<file path="src/rtl/scan_pkg.sv">
// Shared types and default geometry for the framebuffer window scanner.
package scan_pkg;

  localparam int unsigned DEF_HRES = 320;
  localparam int unsigned DEF_VRES = 240;

  typedef enum logic [1:0] {
    IDLE = 2'd0,
    RUN  = 2'd1,
    DONE = 2'd2
  } scan_state_t;

endpackage

</file>
<file path="src/rtl/scan_axis.sv">
// One loadable axis counter: counts from a loaded start value and wraps back to
// the base value when incremented at its limit.
module scan_axis #(
  parameter int unsigned WIDTH = 9
) (
  input  logic             i_clk,
  input  logic             i_rst,
  input  logic             i_load,
  input  logic [WIDTH-1:0] i_load_val,
  input  logic [WIDTH-1:0] i_base,
  input  logic [WIDTH-1:0] i_limit,
  input  logic             i_incr,
  output logic [WIDTH-1:0] o_count,
  output logic             o_at_lim_c
);

  assign o_at_lim_c = (o_count == i_limit);

  always_ff @(posedge i_clk or posedge i_rst) begin
    if (i_rst) begin
      o_count <= '0;
    end else if (i_load) begin
      o_count <= i_load_val;
    end else if (i_incr) begin
      o_count <= o_at_lim_c ? i_base : o_count + WIDTH'(1);
    end
  end

endmodule

</file>
<file path="src/rtl/scan_window_ctrl.sv">
// Clipped row-major window scanner with valid/ready beats and incremental addressing.
// Optional SCAN_ABORT_EN adds abort_in to terminate a running scan early.
module scan_window_ctrl
  import scan_pkg::*;
#(
  parameter int unsigned HRES        = DEF_HRES,
  parameter int unsigned VRES        = DEF_VRES,
  parameter int unsigned COORD_WIDTH = 9,
  parameter int unsigned ADDR_WIDTH  = 17
) (
  input  logic                   clk_in,
  input  logic                   rst_in,
  input  logic                   start_in,
  input  logic [COORD_WIDTH-1:0] x0_in,
  input  logic [COORD_WIDTH-1:0] y0_in,
  input  logic [COORD_WIDTH-1:0] w_in,
  input  logic [COORD_WIDTH-1:0] h_in,
  input  logic                   ready_in,
`ifdef SCAN_ABORT_EN
  input  logic                   abort_in,
`endif
  output logic                   valid_out,
  output logic [ADDR_WIDTH-1:0]  addr_out,
  output logic [COORD_WIDTH-1:0] x_out,
  output logic [COORD_WIDTH-1:0] y_out,
  output logic                   last_out,
  output logic                   busy_out,
  output logic                   done_out
);

  localparam int unsigned CW1 = COORD_WIDTH + 1;

  scan_state_t r_state;
  scan_state_t w_state_nxt;

  logic [COORD_WIDTH-1:0] r_x0, r_y0, r_x_lim, r_y_lim;
  logic [ADDR_WIDTH-1:0]  r_row_base;

  logic [CW1-1:0]         w_x0_e, w_y0_e, w_w_e, w_h_e;
  logic [CW1-1:0]         w_x_room, w_y_room, w_w_eff, w_h_eff;
  logic                   w_empty;
  logic [COORD_WIDTH-1:0] w_x_lim_in, w_y_lim_in;
  logic [ADDR_WIDTH-1:0]  w_base_in;

  logic                   w_valid_nxt, w_busy_nxt, w_last_nxt, w_done_nxt;
  logic [ADDR_WIDTH-1:0]  w_addr_nxt, w_row_base_nxt;
  logic                   w_load, w_col_incr, w_row_incr;
  logic                   w_col_at_lim, w_row_at_lim;
  logic                   w_beat, w_final, w_abort;
  logic [COORD_WIDTH-1:0] w_x_inc, w_y_inc;

  // Clipping against the framebuffer edges; widened by one bit to avoid wrap.
  assign w_x0_e     = CW1'(x0_in);
  assign w_y0_e     = CW1'(y0_in);
  assign w_w_e      = CW1'(w_in);
  assign w_h_e      = CW1'(h_in);
  assign w_x_room   = CW1'(HRES) - w_x0_e;
  assign w_y_room   = CW1'(VRES) - w_y0_e;
  assign w_w_eff    = (w_w_e < w_x_room) ? w_w_e : w_x_room;
  assign w_h_eff    = (w_h_e < w_y_room) ? w_h_e : w_y_room;
  assign w_empty    = (w_x0_e >= CW1'(HRES)) || (w_y0_e >= CW1'(VRES)) ||
                      (w_in == '0) || (h_in == '0);
  assign w_x_lim_in = COORD_WIDTH'(w_x0_e + w_w_eff - CW1'(1));
  assign w_y_lim_in = COORD_WIDTH'(w_y0_e + w_h_eff - CW1'(1));
  assign w_base_in  = ADDR_WIDTH'(y0_in) * ADDR_WIDTH'(HRES);

  assign w_beat     = valid_out && ready_in;
  assign w_final    = w_col_at_lim && w_row_at_lim;
  assign w_x_inc    = x_out + COORD_WIDTH'(1);
  assign w_y_inc    = y_out + COORD_WIDTH'(1);
  assign w_row_incr = w_col_incr && w_col_at_lim;

`ifdef SCAN_ABORT_EN
  assign w_abort = abort_in;
`else
  assign w_abort = 1'b0;
`endif

  scan_axis #(.WIDTH(COORD_WIDTH)) u_col (
    .i_clk      (clk_in),
    .i_rst      (rst_in),
    .i_load     (w_load),
    .i_load_val (x0_in),
    .i_base     (r_x0),
    .i_limit    (r_x_lim),
    .i_incr     (w_col_incr),
    .o_count    (x_out),
    .o_at_lim_c (w_col_at_lim)
  );

  scan_axis #(.WIDTH(COORD_WIDTH)) u_row (
    .i_clk      (clk_in),
    .i_rst      (rst_in),
    .i_load     (w_load),
    .i_load_val (y0_in),
    .i_base     (r_y0),
    .i_limit    (r_y_lim),
    .i_incr     (w_row_incr),
    .o_count    (y_out),
    .o_at_lim_c (w_row_at_lim)
  );

  // Next-state and next-output logic.
  always_comb begin
    w_state_nxt    = r_state;
    w_valid_nxt    = valid_out;
    w_busy_nxt     = busy_out;
    w_last_nxt     = last_out;
    w_done_nxt     = 1'b0;
    w_addr_nxt     = addr_out;
    w_row_base_nxt = r_row_base;
    w_load         = 1'b0;
    w_col_incr     = 1'b0;
    case (r_state)
      IDLE: begin
        if (start_in) begin
          w_load = 1'b1;
          if (w_empty) begin
            w_state_nxt = DONE;
            w_done_nxt  = 1'b1;
          end else begin
            w_state_nxt    = RUN;
            w_valid_nxt    = 1'b1;
            w_busy_nxt     = 1'b1;
            w_row_base_nxt = w_base_in;
            w_addr_nxt     = w_base_in + ADDR_WIDTH'(x0_in);
            w_last_nxt     = (w_w_eff == CW1'(1)) && (w_h_eff == CW1'(1));
          end
        end
      end
      RUN: begin
        if ((w_beat && w_final) || w_abort) begin
          w_state_nxt = DONE;
          w_valid_nxt = 1'b0;
          w_busy_nxt  = 1'b0;
          w_last_nxt  = 1'b0;
          w_done_nxt  = 1'b1;
        end else if (w_beat) begin
          w_col_incr = 1'b1;
          if (w_col_at_lim) begin
            w_row_base_nxt = r_row_base + ADDR_WIDTH'(HRES);
            w_addr_nxt     = r_row_base + ADDR_WIDTH'(HRES) + ADDR_WIDTH'(r_x0);
            w_last_nxt     = (r_x0 == r_x_lim) && (w_y_inc == r_y_lim);
          end else begin
            w_addr_nxt = addr_out + ADDR_WIDTH'(1);
            w_last_nxt = (w_x_inc == r_x_lim) && w_row_at_lim;
          end
        end
      end
      DONE:    w_state_nxt = IDLE;
      default: w_state_nxt = IDLE;
    endcase
  end

  always_ff @(posedge clk_in or posedge rst_in) begin
    if (rst_in) begin
      r_state    <= IDLE;
      r_x0       <= '0;
      r_y0       <= '0;
      r_x_lim    <= '0;
      r_y_lim    <= '0;
      r_row_base <= '0;
      valid_out  <= 1'b0;
      busy_out   <= 1'b0;
      last_out   <= 1'b0;
      done_out   <= 1'b0;
      addr_out   <= '0;
    end else begin
      r_state    <= w_state_nxt;
      r_row_base <= w_row_base_nxt;
      valid_out  <= w_valid_nxt;
      busy_out   <= w_busy_nxt;
      last_out   <= w_last_nxt;
      done_out   <= w_done_nxt;
      addr_out   <= w_addr_nxt;
      if (w_load) begin
        r_x0    <= x0_in;
        r_y0    <= y0_in;
        r_x_lim <= w_x_lim_in;
        r_y_lim <= w_y_lim_in;
      end
    end
  end

endmodule

</file>
<file path="config.mk">
export PLATFORM = sky130hd
export DESIGN_NAME = scan_window_ctrl
export DESIGN_NICKNAME = d
export VERILOG_FILES = /design/src/rtl/scan_pkg.sv /design/src/rtl/scan_axis.sv /design/src/rtl/scan_window_ctrl.sv
export SDC_FILE = /design/constraint.sdc
export NUM_CORES = 1
export LEC_CHECK = 0
export CAP_MARGIN = 5
export CORE_UTILIZATION = 55
export CTS_BUF_LIST = sky130_fd_sc_hd__clkbuf_8
export DETAILED_ROUTE_END_ITERATION = 12
export GPL_ROUTABILITY_DRIVEN = 0
export MAX_ROUTING_LAYER = met4
export PLACE_DENSITY = 0.9
export SYNTH_ARGS = -nofsm -noshare
export SYNTH_HDL_FRONTEND = slang
export SYNTH_HIERARCHICAL = 1
export SYNTH_SLANG_ARGS = --single-unit
</file>
<file path="constraint.sdc">
create_clock -name clk_in -period 2.4 [get_ports clk_in]
set_input_delay 0.48 -clock clk_in [delete_from_list [all_inputs] [get_ports clk_in]]
set_output_delay 0.48 -clock clk_in [all_outputs]
set_load 0.05 [all_outputs]
</file>
==> reports/qor.csv, run 1 <==
metric;value;unit
synth_seq_cells;87;
post_synth_inst_count;1036;
floorplan.die.width;125;µm
tool.error;[ERROR GRT-0232] Routing congestion too high. Check the congestion heatmap in the GUI.;
area_of_the_mapped_netlist;8290;µm²
ys.flop_type;sky130_fd_sc_hd__dfrtp_1;
last-stage-reached;global routing;
ys_seq_area_share;26.3;%
crit_endpoint;r_x_lim[8]$_DFFE_PP0P_/D;
clock_path_buffers;2;
postSynthAreaPerCell;8.00;µm²
kind_of_the_worst_endpoint;sequential cell input;
place_worst_setup_slack;-2.58;ns
synth_enable_flop_cells;0;
synth_area_leaders;sky130_fd_sc_hd__dfrtp_1, sky130_fd_sc_hd__ha_1, sky130_fd_sc_hd__xnor2_1;
grt.total_usage;80.4;%
synthesis.yosys.warnings;6;
synth_largest_area_cell;sky130_fd_sc_hd__dfrtp_1;
synth.cells.most_frequent;sky130_fd_sc_hd__nand2_1, sky130_fd_sc_hd__o21ai_0, sky130_fd_sc_hd__dfrtp_1;
boundaryPins;79;
cts-htree-levels;3;
postSynth.asyncResetShare;100;%
most_frequent_cell_after_synthesis;sky130_fd_sc_hd__nand2_1;
std_cell_rows;44;
count_of_buffers_inserted_at_the_top_level_ports;78;
synth_top_area_share;26.3;%
grt.overflow.total;105;
hpwl;21.6;mm
ys_types;67;
cts_buffers;9;
starting_density;56.6;%
ctsRootBufferMaster;sky130_fd_sc_hd__clkbuf_8;
holdBufCountCts;0;
tritoncts_num_sinks;87;
grt_max_degree;37;
die-height;125;µm
outcome;stopped before the end;
post_synth_net_total;1150;
## cells by family after synthesis
kind of cell	count (synthesis)	share of synthesized area, %
compound gates	265	19.7
xor+xnor	110	11.6
simple gates	352	21.0
buf+inv	114	5.53
mux	34	4.29
fa+ha+maj	74	11.5
flops	87	26.3
## per-stage QoR
step           setup TNS (ns)  hold WS, ns  utilization (%)  cell area [µm²]  cells
2_1_floorplan          -23.72        0.308                -             8580   1036
3_3_place_gp           -48.06        0.464             75.6            11100   1483
3_5_place_dp           -54.26        0.471             75.6            11100   1483
4_1_cts                -20.05        0.434             82.4            12100   1538
## per-layer routing
metal	overflow	global-route usage, %
met1	0	76.8
met2	66	93.4
met3	5	69.4
met4	34	79.9
met5	-	-
## repair_timing
| item | CTS |
|---|---|
| setup endpoints to repair | 55 |
| buffers inserted | 41 |
| pin swaps | 97 |
| cloned | 1 |
| gates resized for setup | 164 |
==> inputs of run 2 (changes only) <==
Settings changed: CORE_UTILIZATION 55 to 40, CTS_BUF_LIST sky130_fd_sc_hd__clkbuf_8 to unset, MAX_ROUTING_LAYER met4 to unset, PLACE_DENSITY 0.9 to unset, PLACE_DENSITY_LB_ADDON set to 0.15.
Clock period 2.4 ns to 3.1 ns, I/O delays scaled along.
==> reports/qor.csv, run 2 <==
metric;value;unit;change
outcome;finished with violations;;was stopped before the end
violations_in_the_final_reports;negative setup slack;;
antenna_found_initial;0;;
max-cap-violations;0;;
coreArea;20300;µm²;
tritoncts;built;;
finalMaxSlewViolations;0;;
total_of_fill_cells_in_the_finished_design;1859;;
drt.antenna.violating_nets;0;;
max-slew-margin-rel;42.4;%;
synth_largest_area_cell;sky130_fd_sc_hd__dfrtp_1;;unchanged
max_flop_register;addr_out;;
final_cell_mix;sky130_fd_sc_hd__buf_4, sky130_fd_sc_hd__nand2_1, sky130_fd_sc_hd__dfrtp_1;;
grt_setup_unrepaired;true;;
hold_path_depth;2;;
timing.final.crit_period;4.24;ns;
largest_register_ff_count;17;;
r2r_setup_slack;0.40;ns;
grt.overflow.total;0;;
floorplan.die.width;146;µm;was 125 µm
cp_data_arrival_time;4.49;ns;
ctsRootBufferMaster;sky130_fd_sc_hd__clkbuf_16;;was sky130_fd_sc_hd__clkbuf_8
cp_data_required_time;3.35;ns;
power.leakage;5.39;nW;
floorplan.die_area;21300;µm²;
hold_path_class;reg -> reg;;
detail_route.iter0.violations;565;;
critical_path.endpoint_type;flop;;
clock_latency;0.36;ns;
layout_top_registers;addr_out: 17 flops, r_row_base: 11 flops;;
post_synth_inst_count;1036;;unchanged
critical_path.startpoint_type;input pin;;
worstReg2RegEnd;u_row/o_count[6]$_DFFE_PP0P_;;
rr_worst_depth;8;;
grt_max_degree;41;;
path_clk_slew;0.08;ns;
setup_crit_path_kind;in -> reg;;
post_synth_net_total;1150;;unchanged
drt_first_pass_iters;5;;
hp-start;r_y0[6]$_DFFE_PP0P_;;
layout.nets;1432;;
synth_top_area_share;26.3;%;unchanged
hpwl;20.5;mm;was 21.6 mm
area.growth.synth_to_final;44.7;%;
antenna_diode_count;0;;
grt_first_pass_wirelength;43.1;mm;
setup-tns-final;-10.25;ns;
timing.final.crit_share;137;%;
worst_clock_skew;0.0126;ns;
ys.flop_type;sky130_fd_sc_hd__dfrtp_1;;unchanged
final_core_utilization;59.1;%;
holdBufCountCts;0;;unchanged
drt-vias-per-instance;5.41;;
postSynth.asyncResetShare;100;%;unchanged
count_of_buffers_inserted_at_the_top_level_ports;78;;unchanged
area_of_the_mapped_netlist;8290;µm²;unchanged
boundaryPins;79;;unchanged
clock_path_buffers;2;;unchanged
final.setup.worst_slack;-1.14;ns;
synth_enable_flop_cells;0;;unchanged
via_count_of_the_first_global_routing_pass;8101;;
rr_startpoint;r_x_lim[8]$_DFFE_PP0P_;;
ys_types;67;;unchanged
worst-path-max-fanout;6;;
routed_wire_length_per_instance;17.1;µm;
min_delay_worst_endpoint;r_y0[6]$_DFFE_PP0P_;;
synth.cells.most_frequent;sky130_fd_sc_hd__nand2_1, sky130_fd_sc_hd__o21ai_0, sky130_fd_sc_hd__dfrtp_1;;unchanged
cts_buffers;9;;unchanged
synthesis.yosys.warnings;6;;unchanged
postSynthAreaPerCell;8.00;µm²;unchanged
post_route_cells_drive_above_1_share;28.7;%;
whs;0.494;ns;
die-height;146;µm;was 125 µm
ir_worst_vdd;0.522;mV;
final_common_cell;sky130_fd_sc_hd__buf_4;;
report.final.hold_viol_count;0;;
most_frequent_cell_after_synthesis;sky130_fd_sc_hd__nand2_1;;unchanged
worst_slew_pin_slew;0.864;ns;
cts-htree-levels;3;;unchanged
finalPower;9.90;mW;
starting_density;40.8;%;was 56.6%
dr_total_vias;8622;;
grt.total_usage;25.6;%;
ys_seq_area_share;26.3;%;unchanged
std_cell_rows;52;;was 44
tritoncts_num_sinks;87;;unchanged
final_count_of_negative_setup_slack_endpoints;16;;
fmax;236;MHz;
synth_seq_cells;87;;unchanged
synth_area_leaders;sky130_fd_sc_hd__dfrtp_1, sky130_fd_sc_hd__ha_1, sky130_fd_sc_hd__xnor2_1;;unchanged
routed_wirelength;27.3;mm;
drc_errors;0;;
power.density_cell_area;826;nW/µm²;
run 2: cell counts after synthesis:
Identical to the previous run, type by type.
run 2: worst max-delay path by stage:
stage,start,endpoint,slack [ns],depth (start not counted)
detailed placement,y0_in[1],r_y_lim[8]$_DFFE_PP0P_,-1.89,24
global route,y0_in[1],r_y_lim[8]$_DFFE_PP0P_,-1.29,24
floorplan,x0_in[2],r_x_lim[8]$_DFFE_PP0P_,-1.27,19
CTS,x0_in[1],r_x_lim[8]$_DFFE_PP0P_,-1.04,19
global placement,x0_in[1],r_x_lim[8]$_DFFE_PP0P_,-1.80,20
finish,x0_in[0],r_x_lim[8]$_DFFE_PP0P_,-1.14,19
run 2: final cells by class:
type,count,area (µm²),share of cell area (%)
Sequential cell,87,2180,18.2
Clock inverter,7,70.1,0.584
Timing Repair Buffer,308,2590,21.6
Clock buffer,9,225,1.88
Tap cell,270,338,2.82
Inverter,77,298,2.48
Multi-Input combinational cell,835,6290,52.5
run 2: timing repair:
| item | 4_1_cts | 5_1_grt |
|---|---|---|
| setup endpoints to repair | 26 | 30 |
| resized for setup | 103 | 72 |
| pin swaps | 71 | 62 |
| cloned | 1 | 0 |
| setup buffers | 32 | 19 |
run 2: critical path, stage by stage:
cell and delay, ns:
sky130_fd_sc_hd__buf_8 0.11, sky130_fd_sc_hd__or4_4 0.54, sky130_fd_sc_hd__o21ai_1 0.14, sky130_fd_sc_hd__nand2_1 0.11, sky130_fd_sc_hd__ha_4 0.18, sky130_fd_sc_hd__a2111o_1 0.35, sky130_fd_sc_hd__o211ai_2 0.23, sky130_fd_sc_hd__a21oi_4 0.12
sky130_fd_sc_hd__buf_4 0.15, sky130_fd_sc_hd__mux2_4 0.29, sky130_fd_sc_hd__ha_1 0.27, sky130_fd_sc_hd__inv_1 0.04, sky130_fd_sc_hd__ha_1 0.30, sky130_fd_sc_hd__o21ai_2 0.07, sky130_fd_sc_hd__o21ai_2 0.15, sky130_fd_sc_hd__a21o_1 0.22
sky130_fd_sc_hd__a211oi_2 0.09, sky130_fd_sc_hd__mux2_4 0.28, sky130_fd_sc_hd__a211o_1 0.22
run 2: kinds of logic (layout without fill, tap and decap cells):
| group | count (synthesis) | after routing | synth area share, % |
|---|---|---|---|
| multiplexers | 34 | 34 | 4.29 |
| XOR/XNOR | 110 | 110 | 11.6 |
| AO/OA/AOI/OAI | 265 | 265 | 19.7 |
| adder cells (fa/ha/maj) | 74 | 74 | 11.5 |
| flip-flops | 87 | 87 | 26.3 |
| buffers and inverters | 114 | 401 | 5.53 |
| AND/OR/NAND/NOR | 352 | 352 | 21.0 |
run 2: metal layers:
metal,vias to the layer above,GRT usage [%],share of wire [%]
li1,4259,-,-
met3,38,3.23,5.5
met4,0,6.84,1.9
met2,308,40.9,46
met5,-,0,0
met1,4017,36.3,47
run 2: per-stage QoR:
step,instance area (µm²),worst slack (ns),cells
finish,12000,-1.14,1593
global route,12000,-1.29,1593
CTS,11600,-1.04,1581
detailed placement,10800,-1.89,1534
global placement,10800,-1.80,1534
floorplan,8440,-1.27,1036
run 2: power breakdown:
group | switching [mW] | internal, mW
clock | 0.548 | 0.573
sequential | 0.731 | 1.68
combinational | 3.64 | 2.74
total | 4.92 | 4.99
Power figures use the tool's default switching activity.
==> inputs of run 3 (changes only) <==
Settings changed: SETUP_SLACK_MARGIN set to 0.02, SLEW_MARGIN set to 30.
==> reports/qor.csv, run 3 (same netlist as run 2, synthesis figures left out) <==
metric;value;unit;change
grt.total_usage;25.6;%;about the same
p_int;4.98;mW;was 4.99 mW
fmax;235;MHz;was 236 MHz
max-cap-violations;0;;unchanged
largest_register_ff_count;17;;unchanged
layout_top_registers;addr_out: 17 flops, r_row_base: 11 flops;;unchanged
tritoncts;built;;unchanged
max_flop_register;addr_out;;unchanged
cp_data_arrival_time;4.50;ns;was 4.49 ns
grt.overflow.total;0;;unchanged
finalPower;9.90;mW;about the same
power.density_cell_area;826;nW/µm²;about the same
seq_power_share;24.3;%;about the same
cts_buffers;9;;unchanged
drt-vias-per-instance;5.40;;was 5.41
grt_max_degree;41;;unchanged
antenna_diode_count;0;;unchanged
final_count_of_negative_setup_slack_endpoints;15;;was 16
hpwl;20.5;mm;unchanged
routed_wire_length_per_instance;17.2;µm;was 17.1 µm
setup_crit_path_kind;in -> reg;;unchanged
floorplan.die.width;146;µm;unchanged
clock_path_buffers;2;;unchanged
finalMaxSlewViolations;0;;unchanged
power.leakage;5.39;nW;about the same
dr_total_vias;8593;;was 8622
layout.nets;1430;;was 1432
detail_route.iter0.violations;565;;unchanged
coreArea;20300;µm²;unchanged
place.detailed.instances;1534;;unchanged
via_count_of_the_first_global_routing_pass;8107;;was 8101
timing.final.crit_period;4.25;ns;was 4.24 ns
routed_wirelength;27.3;mm;about the same
drt.antenna.violating_nets;0;;unchanged
count_of_buffers_inserted_at_the_top_level_ports;78;;unchanged
switching_share;49.7;%;was 49.6%
cts-htree-levels;3;;unchanged
worst_clock_skew;0.0131;ns;was 0.0126 ns
final_cell_mix;sky130_fd_sc_hd__buf_4, sky130_fd_sc_hd__nand2_1, sky130_fd_sc_hd__dfrtp_1;;unchanged
ir_worst_vdd;0.511;mV;was 0.522 mV
power.net_switching;4.92;mW;about the same
drt_first_pass_iters;5;;unchanged
path_clk_slew;0.08;ns;about the same
max-slew-margin-rel;43.8;%;was 42.4%
drc_errors;0;;unchanged
grt_setup_unrepaired;true;;unchanged
hold_path_class;reg -> reg;;unchanged
starting_density;40.8;%;unchanged
critical_path.endpoint_type;flop;;unchanged
stdcell_count;1591;;was 1593
logic_gate_share_of_total_power;64.4;%;about the same
post_route_cells_drive_above_1_share;28.6;%;was 28.7%
critical_path.startpoint_type;input pin;;unchanged
report.final.hold_viol_count;0;;unchanged
std_cell_rows;52;;unchanged
worst_slew_pin_slew;0.844;ns;was 0.864 ns
violations_in_the_final_reports;negative setup slack;;unchanged
grt_first_pass_wirelength;43.1;mm;about the same
die-height;146;µm;unchanged
final.setup.worst_slack;-1.15;ns;was -1.14 ns
cp_data_required_time;3.34;ns;was 3.35 ns
place_worst_setup_slack;-1.89;ns;unchanged
timing.final.crit_share;137;%;about the same
final_common_cell;sky130_fd_sc_hd__buf_4;;unchanged
p_clk_share;11.3;%;about the same
boundaryPins;79;;unchanged
ctsRootBufferMaster;sky130_fd_sc_hd__clkbuf_16;;unchanged
antenna_found_initial;0;;unchanged
tritoncts_num_sinks;87;;unchanged
floorplan.die_area;21300;µm²;unchanged
area.growth.synth_to_final;44.7;%;about the same
outcome;finished with violations;;unchanged
total_of_fill_cells_in_the_finished_design;1881;;was 1859
clock_latency;0.36;ns;about the same
worst-path-max-fanout;6;;unchanged
holdBufCountCts;0;;unchanged
==> run 3: changes by cell type in the layout (fill, tap and decap cells not counted), moves of 2 or more <==
cell                      change
sky130_fd_sc_hd__ha_1         +3
sky130_fd_sc_hd__a21oi_2      -2
sky130_fd_sc_hd__xor2_1       -2
sky130_fd_sc_hd__xor2_2       +2
sky130_fd_sc_hd__ha_4         -3
==> run 3: final timing paths <==
| path | startpoint | to | slack, ns | depth (start not counted) |
|---|---|---|---|---|
| hold / removal | r_y0[8]$_DFFE_PP0P_ | r_y0[8]$_DFFE_PP0P_ | 0.49 | 2 |
| setup reg to reg | r_x_lim[8]$_DFFE_PP0P_ | u_col/o_count[5]$_DFFE_PP0P_ | 0.39 | 10 |
| max in group asynchronous | rst_in | r_x_lim[1]$_DFFE_PP0P_ | 1.87 | 3 |
| setup / recovery | x0_in[0] | r_x_lim[8]$_DFFE_PP0P_ | -1.15 | 19 |
| hold reg to reg | r_y0[8]$_DFFE_PP0P_ | r_y0[8]$_DFFE_PP0P_ | 0.49 | 2 |
| min in group asynchronous | rst_in | r_x0[7]$_DFFE_PP0P_ | 0.68 | 2 |
==> run 3: repair_timing <==
item	in CTS	in global routing
cloned	1	0
gates resized for setup	104	69
endpoints found under the setup margin	27	23
pin swaps	73	68
setup buffers	34	15
==> run 3: final cells by class <==
cell class	count	area (µm²)	area share (%)
Sequential cell	87	2180	18.2
Timing Repair Buffer	306	2580	21.5
Clock buffer	9	225	1.88
Tap cell	270	338	2.82
Multi-Input combinational cell	835	6300	52.6
Clock inverter	7	70.1	0.584
Inverter	77	298	2.48
==> run 3: power groups by stage <==
stage / registers [mW] / logic, mW / clock network (mW)
after CTS: 2.39 / 6.20 / 1.14
final: 2.41 / 6.37 / 1.12
after global routing: 2.48 / 6.96 / 1.19
after detailed placement: 2.41 / 5.98 / 0
after floorplan: 3.16 / 3.15 / 0
after global placement: 2.40 / 5.92 / 0
==> run 3: routing by layer <==
metal / global-route usage (%) / share of wire (%) / up-vias
met3: 3.23 / 4.8 / 38
met1: 36.2 / 47 / 4034
li1: - / - / 4252
met4: 7.00 / 2.0 / 0
met2: 41.0 / 46 / 269
met5: 0 / 0 / -
==> run 3: through the flow <==
step	TNS [ns]	hold WS, ns	utilization (%)	cell area (µm²)
after floorplan	-12.41	0.446	-	8440
after global placement	-29.13	0.464	53.2	10800
after detailed placement	-30.31	0.472	53.2	10800
after CTS	-10.15	0.489	57.2	11600
after global routing	-13.37	0.516	59.1	12000
final	-10.55	0.490	59.1	12000
==> run 3: critical path, stage by stage <==
cell and delay, ns:
sky130_fd_sc_hd__buf_8 0.11, sky130_fd_sc_hd__or4_4 0.54, sky130_fd_sc_hd__o21ai_1 0.14, sky130_fd_sc_hd__nand2_1 0.11
sky130_fd_sc_hd__ha_4 0.18, sky130_fd_sc_hd__a2111o_1 0.35, sky130_fd_sc_hd__o211ai_2 0.23, sky130_fd_sc_hd__a21oi_4 0.12
sky130_fd_sc_hd__buf_4 0.15, sky130_fd_sc_hd__mux2_4 0.29, sky130_fd_sc_hd__ha_1 0.27, sky130_fd_sc_hd__inv_1 0.04
sky130_fd_sc_hd__ha_1 0.30, sky130_fd_sc_hd__o21ai_2 0.07, sky130_fd_sc_hd__o21ai_2 0.15, sky130_fd_sc_hd__a21o_1 0.23
sky130_fd_sc_hd__a211oi_2 0.09, sky130_fd_sc_hd__mux2_4 0.28, sky130_fd_sc_hd__a211o_1 0.22
==> inputs of run 4 (changes only) <==
Settings changed: ABC_CLOCK_PERIOD_IN_PS set to 3100.
==> results of run 4 <==
No change in the layout: final DEF, timing and power equal those of run 3.
